**src/rtl/ballot_pkg.sv**
```systemverilog
// Shared types for the ballot scheduler: poll phase and transaction state encodings,
// plus the one-hot check applied to each booth's candidate choice.
package ballot_pkg;

    typedef enum logic [1:0] {
        PH_IDLE   = 2'b00,
        PH_OPEN   = 2'b01,
        PH_CLOSED = 2'b10
    } phase_t;

    typedef enum logic [1:0] {
        ARB   = 2'd0,
        ISSUE = 2'd1,
        RESP  = 2'd2
    } txn_state_t;

    // Exactly one bit set; zero and multi-hot both count as invalid.
    function automatic logic is_onehot(input logic [31:0] v);
        return (v != 32'd0) && ((v & (v - 32'd1)) == 32'd0);
    endfunction

endpackage

```
**src/rtl/ballot_scheduler_if.sv**
```systemverilog
// Booth, tally and poll-control signals of the ballot scheduler.
// slave = scheduler side, master = booth/datapath/controller side.
interface ballot_scheduler_if #(
    parameter int NUM_BOOTHS = 4,
    parameter int NUM_CAND   = 4,
    parameter int TOT_W      = 12
);
    logic                           open_poll;
    logic                           close_poll;
    logic                           clear_poll;
    logic [NUM_BOOTHS-1:0]          booth_req;
    logic [NUM_BOOTHS*NUM_CAND-1:0] booth_choice;
    logic [NUM_BOOTHS-1:0]          booth_ack;
    logic [NUM_BOOTHS-1:0]          booth_nack;
    logic                           tally_valid;
    logic [NUM_CAND-1:0]            tally_sel;
    logic                           tally_ready;
    logic                           tally_clr;
    logic [1:0]                     phase;
    logic [TOT_W-1:0]               votes_cast;
    logic                           err;
    logic                           busy;

    modport slave (
        input  open_poll, close_poll, clear_poll, booth_req, booth_choice, tally_ready,
        output booth_ack, booth_nack, tally_valid, tally_sel, tally_clr, phase,
               votes_cast, err, busy
    );

    modport master (
        output open_poll, close_poll, clear_poll, booth_req, booth_choice, tally_ready,
        input  booth_ack, booth_nack, tally_valid, tally_sel, tally_clr, phase,
               votes_cast, err, busy
    );
endinterface

```
**src/rtl/ballot_scheduler_rr_arbiter.sv**
```systemverilog
// Round-robin pick: first eligible requester at or after pointer, wrapping upward.
// Purely combinational.
module rr_arbiter #(
    parameter int N  = 4,
    parameter int IW = $clog2(N)
) (
    input  logic [N-1:0]  eligible,
    input  logic [IW-1:0] pointer,
    output logic          grant_valid,
    output logic [IW-1:0] grant_idx
);

    logic [IW-1:0] idx;

    // Scan from the farthest candidate down so the nearest one to pointer wins last.
    always_comb begin
        grant_valid = 1'b0;
        grant_idx   = '0;
        idx         = '0;
        for (int k = N - 1; k >= 0; k--) begin
            idx = IW'((int'(pointer) + k) % N);
            if (eligible[idx]) begin
                grant_valid = 1'b1;
                grant_idx   = idx;
            end
        end
    end

endmodule

```
**src/rtl/ballot_scheduler.sv**
```systemverilog
// Poll-phase sequencer sharing one tally datapath between booths, round-robin.
// Grant to ack/nack in 3 cycles with tally_ready high; waits up to TIMEOUT cycles on tally_ready.
module ballot_scheduler
    import ballot_pkg::*;
#(
    parameter int NUM_BOOTHS = 4,
    parameter int NUM_CAND   = 4,
    parameter int TIMEOUT    = 255,
    parameter int TOT_W      = 12
) (
    input  logic              clk,
    input  logic              rst,
    ballot_scheduler_if.slave bus
);

    localparam int IW = $clog2(NUM_BOOTHS);
    localparam int CW = $clog2(TIMEOUT + 1);

    phase_t                phase_q, phase_d;
    txn_state_t            state_q, state_d;
    logic [IW-1:0]         ptr_q, ptr_d;
    logic [IW-1:0]         gnt_idx_q, gnt_idx_d;
    logic [NUM_CAND-1:0]   choice_q, choice_d;
    logic                  ok_q, ok_d;
    logic [CW-1:0]         wait_q, wait_d;
    logic [TOT_W-1:0]      votes_q, votes_d;
    logic                  err_q, err_d;
    logic                  clr_q, clr_d;
    logic [NUM_BOOTHS-1:0] arm_q, arm_d;

    logic [NUM_BOOTHS-1:0] eligible;
    logic                  grant_valid;
    logic [IW-1:0]         grant_idx;
    logic [NUM_CAND-1:0]   choice_arr [NUM_BOOTHS];
    logic [NUM_BOOTHS-1:0] gnt_oh;

    for (genvar g = 0; g < NUM_BOOTHS; g++) begin : g_choice
        assign choice_arr[g] = bus.booth_choice[g*NUM_CAND +: NUM_CAND];
    end

    assign eligible = bus.booth_req & arm_q;

    rr_arbiter #(.N(NUM_BOOTHS), .IW(IW)) u_arb (
        .eligible    (eligible),
        .pointer     (ptr_q),
        .grant_valid (grant_valid),
        .grant_idx   (grant_idx)
    );

    always_comb begin
        phase_d   = phase_q;
        state_d   = state_q;
        ptr_d     = ptr_q;
        gnt_idx_d = gnt_idx_q;
        choice_d  = choice_q;
        ok_d      = ok_q;
        wait_d    = wait_q;
        votes_d   = votes_q;
        err_d     = err_q;
        clr_d     = 1'b0;
        // A booth re-arms only after it has been seen idle, so a held request votes once.
        arm_d     = arm_q | ~bus.booth_req;

        unique case (phase_q)
            PH_IDLE: begin
                if (bus.clear_poll) begin
                    clr_d   = 1'b1;
                    votes_d = '0;
                    err_d   = 1'b0;
                end else if (bus.open_poll) begin
                    phase_d = PH_OPEN;
                end
            end
            PH_OPEN: begin
                if (bus.close_poll && state_q == ARB) phase_d = PH_CLOSED;
            end
            PH_CLOSED: begin
                if (bus.clear_poll) begin
                    phase_d = PH_IDLE;
                    clr_d   = 1'b1;
                    votes_d = '0;
                    err_d   = 1'b0;
                end
            end
            default: phase_d = PH_IDLE;
        endcase

        unique case (state_q)
            ARB: begin
                // Closing wins over a grant in the same cycle.
                if (phase_q == PH_OPEN && !bus.close_poll && grant_valid) begin
                    gnt_idx_d = grant_idx;
                    choice_d  = choice_arr[grant_idx];
                    ptr_d     = (grant_idx == IW'(NUM_BOOTHS - 1)) ? '0 : grant_idx + 1'b1;
                    wait_d    = '0;
                    if (is_onehot(32'(choice_arr[grant_idx]))) begin
                        state_d = ISSUE;
                    end else begin
                        ok_d    = 1'b0;
                        state_d = RESP;
                    end
                end
            end
            ISSUE: begin
                if (bus.tally_ready) begin
                    ok_d    = 1'b1;
                    votes_d = (&votes_q) ? votes_q : votes_q + 1'b1;
                    state_d = RESP;
                end else if (wait_q == CW'(TIMEOUT - 1)) begin
                    ok_d    = 1'b0;
                    err_d   = 1'b1;
                    state_d = RESP;
                end else begin
                    wait_d = wait_q + 1'b1;
                end
            end
            RESP: begin
                arm_d[gnt_idx_q] = 1'b0;
                state_d          = ARB;
            end
            default: state_d = ARB;
        endcase
    end

    always_ff @(posedge clk or posedge rst) begin
        if (rst) begin
            phase_q   <= PH_IDLE;
            state_q   <= ARB;
            ptr_q     <= '0;
            gnt_idx_q <= '0;
            choice_q  <= '0;
            ok_q      <= 1'b0;
            wait_q    <= '0;
            votes_q   <= '0;
            err_q     <= 1'b0;
            clr_q     <= 1'b0;
            arm_q     <= '1;
        end else begin
            phase_q   <= phase_d;
            state_q   <= state_d;
            ptr_q     <= ptr_d;
            gnt_idx_q <= gnt_idx_d;
            choice_q  <= choice_d;
            ok_q      <= ok_d;
            wait_q    <= wait_d;
            votes_q   <= votes_d;
            err_q     <= err_d;
            clr_q     <= clr_d;
            arm_q     <= arm_d;
        end
    end

    assign gnt_oh          = NUM_BOOTHS'(1) << gnt_idx_q;
    assign bus.tally_valid = (state_q == ISSUE);
    assign bus.tally_sel   = (state_q == ISSUE) ? choice_q : '0;
    assign bus.booth_ack   = (state_q == RESP && ok_q)  ? gnt_oh : '0;
    assign bus.booth_nack  = (state_q == RESP && !ok_q) ? gnt_oh : '0;
    assign bus.tally_clr   = clr_q;
    assign bus.phase       = phase_q;
    assign bus.votes_cast  = votes_q;
    assign bus.err         = err_q;
    assign bus.busy        = (state_q != ARB);

endmodule
```
**src/flat_wrapper.sv**
```systemverilog
// flat-port wrapper written by rule: the top's interface ports become plain ports
module ballot_scheduler_flat import ballot_pkg::*;
#(
    parameter int NUM_BOOTHS = 4,
    parameter int NUM_CAND   = 4,
    parameter int TIMEOUT    = 255,
    parameter int TOT_W      = 12
)
  (clk, rst, bus_open_poll, bus_close_poll, bus_clear_poll, bus_booth_req, bus_booth_choice, bus_tally_ready, bus_booth_ack, bus_booth_nack, bus_tally_valid, bus_tally_sel, bus_tally_clr, bus_phase, bus_votes_cast, bus_err, bus_busy);
  ballot_scheduler_if #(.NUM_BOOTHS(NUM_BOOTHS), .NUM_CAND(NUM_CAND), .TOT_W(TOT_W)) bus_i ();
  input  logic clk;
  input  logic rst;
  input wire logic [$bits(bus_i.open_poll)-1:0] bus_open_poll;
  input wire logic [$bits(bus_i.close_poll)-1:0] bus_close_poll;
  input wire logic [$bits(bus_i.clear_poll)-1:0] bus_clear_poll;
  input wire logic [$bits(bus_i.booth_req)-1:0] bus_booth_req;
  input wire logic [$bits(bus_i.booth_choice)-1:0] bus_booth_choice;
  input wire logic [$bits(bus_i.tally_ready)-1:0] bus_tally_ready;
  output wire logic [$bits(bus_i.booth_ack)-1:0] bus_booth_ack;
  output wire logic [$bits(bus_i.booth_nack)-1:0] bus_booth_nack;
  output wire logic [$bits(bus_i.tally_valid)-1:0] bus_tally_valid;
  output wire logic [$bits(bus_i.tally_sel)-1:0] bus_tally_sel;
  output wire logic [$bits(bus_i.tally_clr)-1:0] bus_tally_clr;
  output wire logic [$bits(bus_i.phase)-1:0] bus_phase;
  output wire logic [$bits(bus_i.votes_cast)-1:0] bus_votes_cast;
  output wire logic [$bits(bus_i.err)-1:0] bus_err;
  output wire logic [$bits(bus_i.busy)-1:0] bus_busy;
  assign bus_i.open_poll = bus_open_poll;
  assign bus_i.close_poll = bus_close_poll;
  assign bus_i.clear_poll = bus_clear_poll;
  assign bus_i.booth_req = bus_booth_req;
  assign bus_i.booth_choice = bus_booth_choice;
  assign bus_i.tally_ready = bus_tally_ready;
  assign bus_booth_ack = bus_i.booth_ack;
  assign bus_booth_nack = bus_i.booth_nack;
  assign bus_tally_valid = bus_i.tally_valid;
  assign bus_tally_sel = bus_i.tally_sel;
  assign bus_tally_clr = bus_i.tally_clr;
  assign bus_phase = bus_i.phase;
  assign bus_votes_cast = bus_i.votes_cast;
  assign bus_err = bus_i.err;
  assign bus_busy = bus_i.busy;
  ballot_scheduler #(.NUM_BOOTHS(NUM_BOOTHS), .NUM_CAND(NUM_CAND), .TIMEOUT(TIMEOUT), .TOT_W(TOT_W)) u_core (.clk(clk), .rst(rst), .bus(bus_i));
endmodule
```
**config.mk**
```make
export PLATFORM = sky130hd
export DESIGN_NAME = ballot_scheduler_flat
export DESIGN_NICKNAME = d
export VERILOG_FILES = /design/src/rtl/ballot_pkg.sv /design/src/rtl/ballot_scheduler_if.sv /design/src/rtl/ballot_scheduler_rr_arbiter.sv /design/src/rtl/ballot_scheduler.sv /design/src/flat_wrapper.sv
export SDC_FILE = /design/constraint.sdc
export NUM_CORES = 1
export LEC_CHECK = 0
export BUFFER_PORTS_ARGS = -buffer_cell sky130_fd_sc_hd__buf_2
export CORE_MARGIN = 8
export CORE_UTILIZATION = 40
export CTS_CLUSTER_SIZE = 28
export DETAILED_ROUTE_END_ITERATION = 16
export GPL_ROUTABILITY_DRIVEN = 0
export MAX_ROUTING_LAYER = met4
export SYNTH_ARGS = -nofsm -noshare
export SYNTH_HDL_FRONTEND = slang
export SYNTH_HIERARCHICAL = 1
export SYNTH_SLANG_ARGS = --single-unit
```
**constraint.sdc**
```tcl
create_clock -name clk -period 7.1 [get_ports clk]
set_input_delay 1.42 -clock clk [delete_from_list [all_inputs] [get_ports clk]]
set_output_delay 1.42 -clock clk [all_outputs]
set_load 0.05 [all_outputs]
```
Word level (Yosys, flattened, before mapping)
Index checks and enable logic that the tools add are counted.
W data, S select, Z words.
{"block": "totals", "word_cells": 128, "ff_bits": 39, "output_inout_bits": 30}
{"block": "op_classes", "n_mux": 57, "eq_ne": 16, "bitwise_logic": 7, "n_shift": 1, "order_cmp": 7, "n_addsub": 7, "reduce_logical": 22}
{"op": "$mux W12", "n": 5}
{"op": "$and A4 B32 Y32", "n": 1}
{"op": "$logic_not A32 Y1", "n": 1}
{"op": "$mux W2", "n": 13}
{"op": "$mux W4", "n": 6}
{"op": "$mux W8", "n": 3}
{"op": "$mux W1", "n": 20}
{"op": "$pmux W8 S2", "n": 1}
{"op": "$lt A2 B3 Y1 const B", "n": 5}
{"op": "$ne A2 B2 Y1 const B", "n": 7}
{"op": "$add A12 B1 Y12 const B", "n": 1}
{"op": "$reduce_and A12 Y1", "n": 1}
{"op": "$reduce_and A4 Y1", "n": 3}
{"op": "$add A8 B1 Y8 const B", "n": 1}
{"op": "$and A4 B4 Y4", "n": 2}
{"op": "$bmux W1 S2", "n": 4}
{"op": "$bmux W4 S2", "n": 1}
{"op": "$eq A8 B8 Y1 const B", "n": 1}
{"op": "$not A4 Y4", "n": 2}
{"op": "$logic_and A1 B1 Y1", "n": 7}
{"op": "$eq A2 B2 Y1 const B", "n": 3}
{"op": "$pmux W2 S3", "n": 1}
{"op": "$sub A4 B1 Y5 const B", "n": 1}
{"op": "$add A2 B1 Y2 const B", "n": 2}
{"op": "other kinds (19)", "n": 25}

Longest topological paths before layout
{"block": "depth", "ltp_word": 18, "depth_mapped": 10, "depth_no_buf": 9}

Hierarchy
Netlist, hierarchy kept.
{"mod": "ballot_scheduler", "cells_per_inst": 231, "area_per_inst_um2": 2148.3, "seq_area_each_um2": 980.9, "n_inst": 1}
{"mod": "rr_arbiter", "cells_per_inst": 13, "area_per_inst_um2": 77.6, "seq_area_each_um2": 0.0, "n_inst": 1}

Worst setup path after synthesis
Ideal clock, no wire load.
{"block": "synth_timing", "kind": "flip-flop to output port", "start": "register u_core.state_q[0]", "end": "output port bus_booth_nack[0]", "slack_ns": 3.534, "required_time_ns": 5.680, "path_stages_with_launch": 5, "arrival_time_ns": 2.146, "path_cell_list": "dfrtp_1 > buf_4 > or3b_2 > clkbuf_1 > nor3_1"}
{"block": "synth_between", "elab_chain_len": 3}
{"element": "start: declaration", "line_no": "ballot_scheduler.sv:20", "text": "txn_state_t state_q, state_d;"}
{"element": "start signal: assignment", "line_no": "ballot_scheduler.sv:140", "text": "state_q <= state_d;"}
{"element": "$eq A2 B2 Y1", "line_no": "ballot_scheduler.sv:157", "text": "assign bus.booth_nack = (state_q == RESP && !ok_q) ? gnt_oh : '0;"}
{"element": "$logic_and A1 B1 Y1", "line_no": "ballot_scheduler.sv:157"}
{"element": "$mux W4", "line_no": "ballot_scheduler.sv:157"}
{"element": "end: declaration", "line_no": "flat_wrapper.sv:20", "text": "output wire logic [$bits(bus_i.booth_nack)-1:0] bus_booth_nack;"}
No other way between the ends.

Worst setup path in the final report
{"block": "layout_timing", "start": "input port bus_booth_req[3]", "end": "register u_core.state_q[0]"}
{"block": "layout_between", "elab_chain_len": 18}
{"element": "start: declaration", "line_no": "flat_wrapper.sv:16", "text": "input wire logic [$bits(bus_i.booth_req)-1:0] bus_booth_req;"}
{"element": "$and A4 B4 Y4 (*)", "line_no": "ballot_scheduler.sv:41", "text": "assign eligible = bus.booth_req & arm_q;"}
{"element": "named net u_core.eligible[3]", "line_no": "ballot_scheduler.sv:31", "text": "logic [NUM_BOOTHS-1:0] eligible;"}
{"element": "$bmux W1 S2", "line_no": "ballot_scheduler_rr_arbiter.sv:22", "text": "if (eligible[idx]) begin"}
{"element": "$mux W1 (implied by the code)", "line_no": "ballot_scheduler_rr_arbiter.sv:22"}
{"element": "$mux W2 (3 in a row)", "line_no": "ballot_scheduler_rr_arbiter.sv:22"}
{"element": "$mux W2 (*)", "line_no": "ballot_scheduler_rr_arbiter.sv:22"}
{"element": "named net u_core.grant_idx[0]", "line_no": "ballot_scheduler.sv:33", "text": "logic [IW-1:0] grant_idx;"}
{"element": "$not A2 Y3 (implied by the code) (*)", "line_no": "ballot_scheduler.sv:96", "text": "if (is_onehot(32'(choice_arr[grant_idx]))) begin"}
{"element": "$bmux W4 S2 (*)", "line_no": "ballot_scheduler.sv:96"}
{"element": "$mux W4 (implied by the code) (*) (2 in a row)", "line_no": "ballot_scheduler.sv:96"}
{"element": "$sub A4 B1 Y5", "line_no": "ballot_pkg.sv:19", "text": "return (v != 32'd0) && ((v & (v - 32'd1)) == 32'd0);"}
{"element": "$and A4 B32 Y32", "line_no": "ballot_pkg.sv:19"}
{"element": "$logic_not A32 Y1", "line_no": "ballot_pkg.sv:19"}
{"element": "$logic_and A1 B1 Y1 (*)", "line_no": "ballot_pkg.sv:19"}
{"element": "$mux W2 (*)", "line_no": "ballot_scheduler.sv:96"}
{"element": "$mux W2 (*)", "line_no": "ballot_scheduler.sv:91", "text": "if (phase_q == PH_OPEN && !bus.close_poll && grant_valid) begin"}
{"element": "$pmux W2 S2 (*)", "line_no": "ballot_scheduler.sv:88", "text": "unique case (state_q)"}
Mark *: on every way through the listed nets, which the timed path passes. The rest lies on a longest branch. The select of a mux whose other input is x is not followed.
A chain may end at the register's enable or synchronous reset.

==> results.cfg <==
[outcome]
status = complete, no violations

[cts]
postCtsSetupBuffers = 0
clk_pin_slew_ns = 0.08
cts_tree = built
root_buffer = clkbuf_8
cts_max_path_buffers = 2
numCtsBuffers = 5
cts_max_level = 2
clock_latency_ns = 0.29
cts.sinks = 39
holdBufCountCts = 0
cts_resized = 0

[routing]
routedWlPerCell_um = 14.01
final_antenna_net_count = 0
dr.pass1.iters = 4
routed_via_density = 5.169
post-route-drc-count = 0
drt-total-wl_mm = 5.224
drtIter0Drc = 83
via_count = 1928

[sta]
setup-tns-final_ns = 0
post-route-min-period_ns = 3.512
period_share_pct = 49.47
fmax_mhz = 284.7
setup_slack_ns = 3.588
max_slew_margin_pct = 46.67
finalHoldViolCount = 0
finalMaxSlewViolations = 0
skew_ns = 0.005254
setup_violations = 0
hold_ws_ns = 0.4597
worst_pin_slew_ns = 0.7995
rsz0062_at_grt = no

[pwr]
switching_share_pct = 41.70
powerDensity_mw_per_mm2 = 323.9
comb_power_share_pct = 40.8
p_int_uw = 505.6
irDropWorstVdd_mv = 0.2146
p_leak_nw = 1.327
p_sw_uw = 361.6
p_seq_share_pct = 37.1
p_clk_share_pct = 22.2

[grt]
antenna_found_initial = 0
grt_max_degree = 40
overflow = 0
gr-usage-all-layers_pct = 13.05
grt_pass1_wl_mm = 8.700
grt_pass1_vias = 1895

[worst_setup_path]
required_ns = 7.32
critPathCaptureType = flip-flop
critPathTopFamily = multiplexers
cpMaxStageDelayCell = mux4_1
worstPathArrival_ns = 3.74
startpoint = bus_booth_req[3]
crit_path_cell_trace = buf_2 > and2_1 > mux2i_1 > a211oi_2 > mux4_1 > xnor2_1 > nor3_1 > o21ai_1 > nand2_1
crit_fanout = 7
worstSetupPathType = input pin to flip-flop
slowest_delay_ns = 0.72
critical_path_depth = 9
rr_worst_depth = 8
timing.rr.start = u_core/arm_q[3]$_DFF_PP1_
path_buf_inv = 1
start_kind = input pin

[floorplanning]
rows = 27
initial_core_util_pct = 40.92
die_h_um = 90.60
die_area_mm2 = 0.008207
core_area_mm2 = 0.005439
die_w_um = 90.60
pin_count = 56

[yosys]
yosys_warnings = 6
synth_nets = 274
syn_area_mm2 = 0.002226
avgSynthCellArea_um2 = 9.122
ys_types = 51
synth_most_common_cell = nand2_1
yosys.area_share.simple_pct = 26.64
yosys.area_share.adder_pct = 2.248
synth-edff-count = 0
synth_area_leader_cell = dfrtp_1
synthMuxAreaShare_pct = 6.239
yosysTopAreaCellShare_pct = 39.35
synth.area.top_cells = dfrtp_1 39%, nand2_1 6.6%, dfstp_2 4.7%, nor2_1 4.6%, xnor2_1 3.1%
synth_cells = 244
synth-main-ff-cell = dfrtp_1
synthTopCellsByCount = 39 x nand2_1, 35 x dfrtp_1, 27 x nor2_1
synth_compound_area_share_pct = 13.49
synth-seq-cells = 39
async_flop_share_pct = 100.0
yosys.area_share.xor_xnor_pct = 3.541
ys_seq_area_share_pct = 44.07
synth_top_family_by_area = simple AND/OR/NAND/NOR gates

[cells_and_area]
fin_nets = 330
layoutNonFillerInstCount = 373
fillers = 545
antenna_cells = 0
final_util_pct = 49.23
drive_gt1_share_pct = 25.25
area_growth_pct = 20.29

[flow_run]
cap_viol_max_count = 0

[hold_path]
whs_path_depth = 2
worst_hold_startpoint = u_core/arm_q[2]$_DFF_PP1_
min_path_type = flip-flop to flip-flop

[placement]
dp_hpwl_mm = 4.022
place_ws_ns = 3.265
port_buffers = 55
placed_cells = 365
final cells by class:
cell class	count	area [um^2]	area share [%]
sequential	39	980.9	36.64
clock buffer	6	82.58	3.084
multi-input combinational	186	1161	43.36
timing repair buffer	56	282.8	10.56
inverter	12	45.04	1.682
clock inverter	2	35.03	1.308
tap	72	90.09	3.364
worst min-delay path: stages (launching register included):
cell     delay, ns
dfstp_2       0.37
inv_1         0.04
a21oi_1       0.05
state kept, by name, indices dropped and copies added, names as in the netlist:
signal,cells
u_core/bus.err,1
u_core/bus.tally_clr,1
u_core/wait_q,8
u_core/choice_q,4
u_core/ok_q,1
u_core/bus.votes_cast,12
u_core/gnt_idx_q,2
u_core/state_q,2
u_core/bus.phase,2
u_core/arm_q,4
u_core/ptr_q,2
final timing paths:
check	to	slack, ns
max in group asynchronous	u_core/arm_q[0]$_DFF_PP1_	5.50
worst max register to register	u_core/state_q[0]$_DFFE_PP0P_	4.27
worst min register to register	u_core/arm_q[2]$_DFF_PP1_	0.46
worst max-delay path	u_core/state_q[0]$_DFFE_PP0P_	3.59
worst min-delay path	u_core/arm_q[2]$_DFF_PP1_	0.46
min in group asynchronous	u_core/wait_q[3]$_DFFE_PP0P_	1.23
power groups by stage:
stage,logic (mW),registers (mW),clock network (mW)
floorplan,0.259,0.348,0
finish,0.353,0.321,0.192
global placement,0.349,0.324,0
global route,0.389,0.332,0.205
detailed placement,0.356,0.326,0
CTS,0.357,0.322,0.197
metal layers:
metal  vias up  wire length (um)  global-route usage (%)
li1        970                 -                       -
met1       902              2614                   16.18
met2        51              2301                   20.10
met3         5               241                   3.076
met4         0                67                   4.993
met5         -                 0                       -
layout by cell type, fill, tap and decap left out, types with 2 or more instances in the layout:
master / Yosys / layout
mux4_1: 2 / 2
nor3b_1: 3 / 3
nand2b_1: 8 / 8
nor3_1: 9 / 9
dfstp_2: 4 / 4
nor4_1: 4 / 4
a21oi_1: 9 / 9
nand3b_1: 2 / 2
and3_1: 3 / 3
mux4_2: 2 / 2
o21ai_0: 11 / 11
clkbuf_8: 0 / 6
dfrtp_1: 35 / 35
a31oi_1: 2 / 2
nand4_1: 2 / 2
o21ai_1: 2 / 2
and2_1: 8 / 8
a211oi_2: 2 / 2
inv_1: 12 / 12
mux2i_1: 3 / 3
nand2_1: 39 / 39
a22o_1: 4 / 4
xnor2_1: 8 / 8
o31ai_1: 2 / 2
o21a_1: 2 / 2
ha_1: 4 / 4
buf_2: 1 / 55
nor2_1: 27 / 27
nand3_1: 9 / 9
per-stage QoR:
stage | power (mW) | area (um^2)
after global placement | 0.6733 | 2560
after global routing | 0.9264 | 2678
after detailed placement | 0.6819 | 2560
after floorplan | 0.6068 | 2226
final | 0.8672 | 2678
after CTS | 0.8754 | 2678
kinds of logic (layout without fill, tap and decap cells):
family | count (synthesis) | after routing
xor gates and xnor gates | 9 | 9
DFF | 39 | 39
AOI/OAI and AO/OA | 44 | 44
adders and majority gates | 4 | 4
buffers and inverters | 19 | 76
and+or+nand+nor | 121 | 121
muxes | 8 | 8
Note: power is estimated with default switching activity, not from simulation.
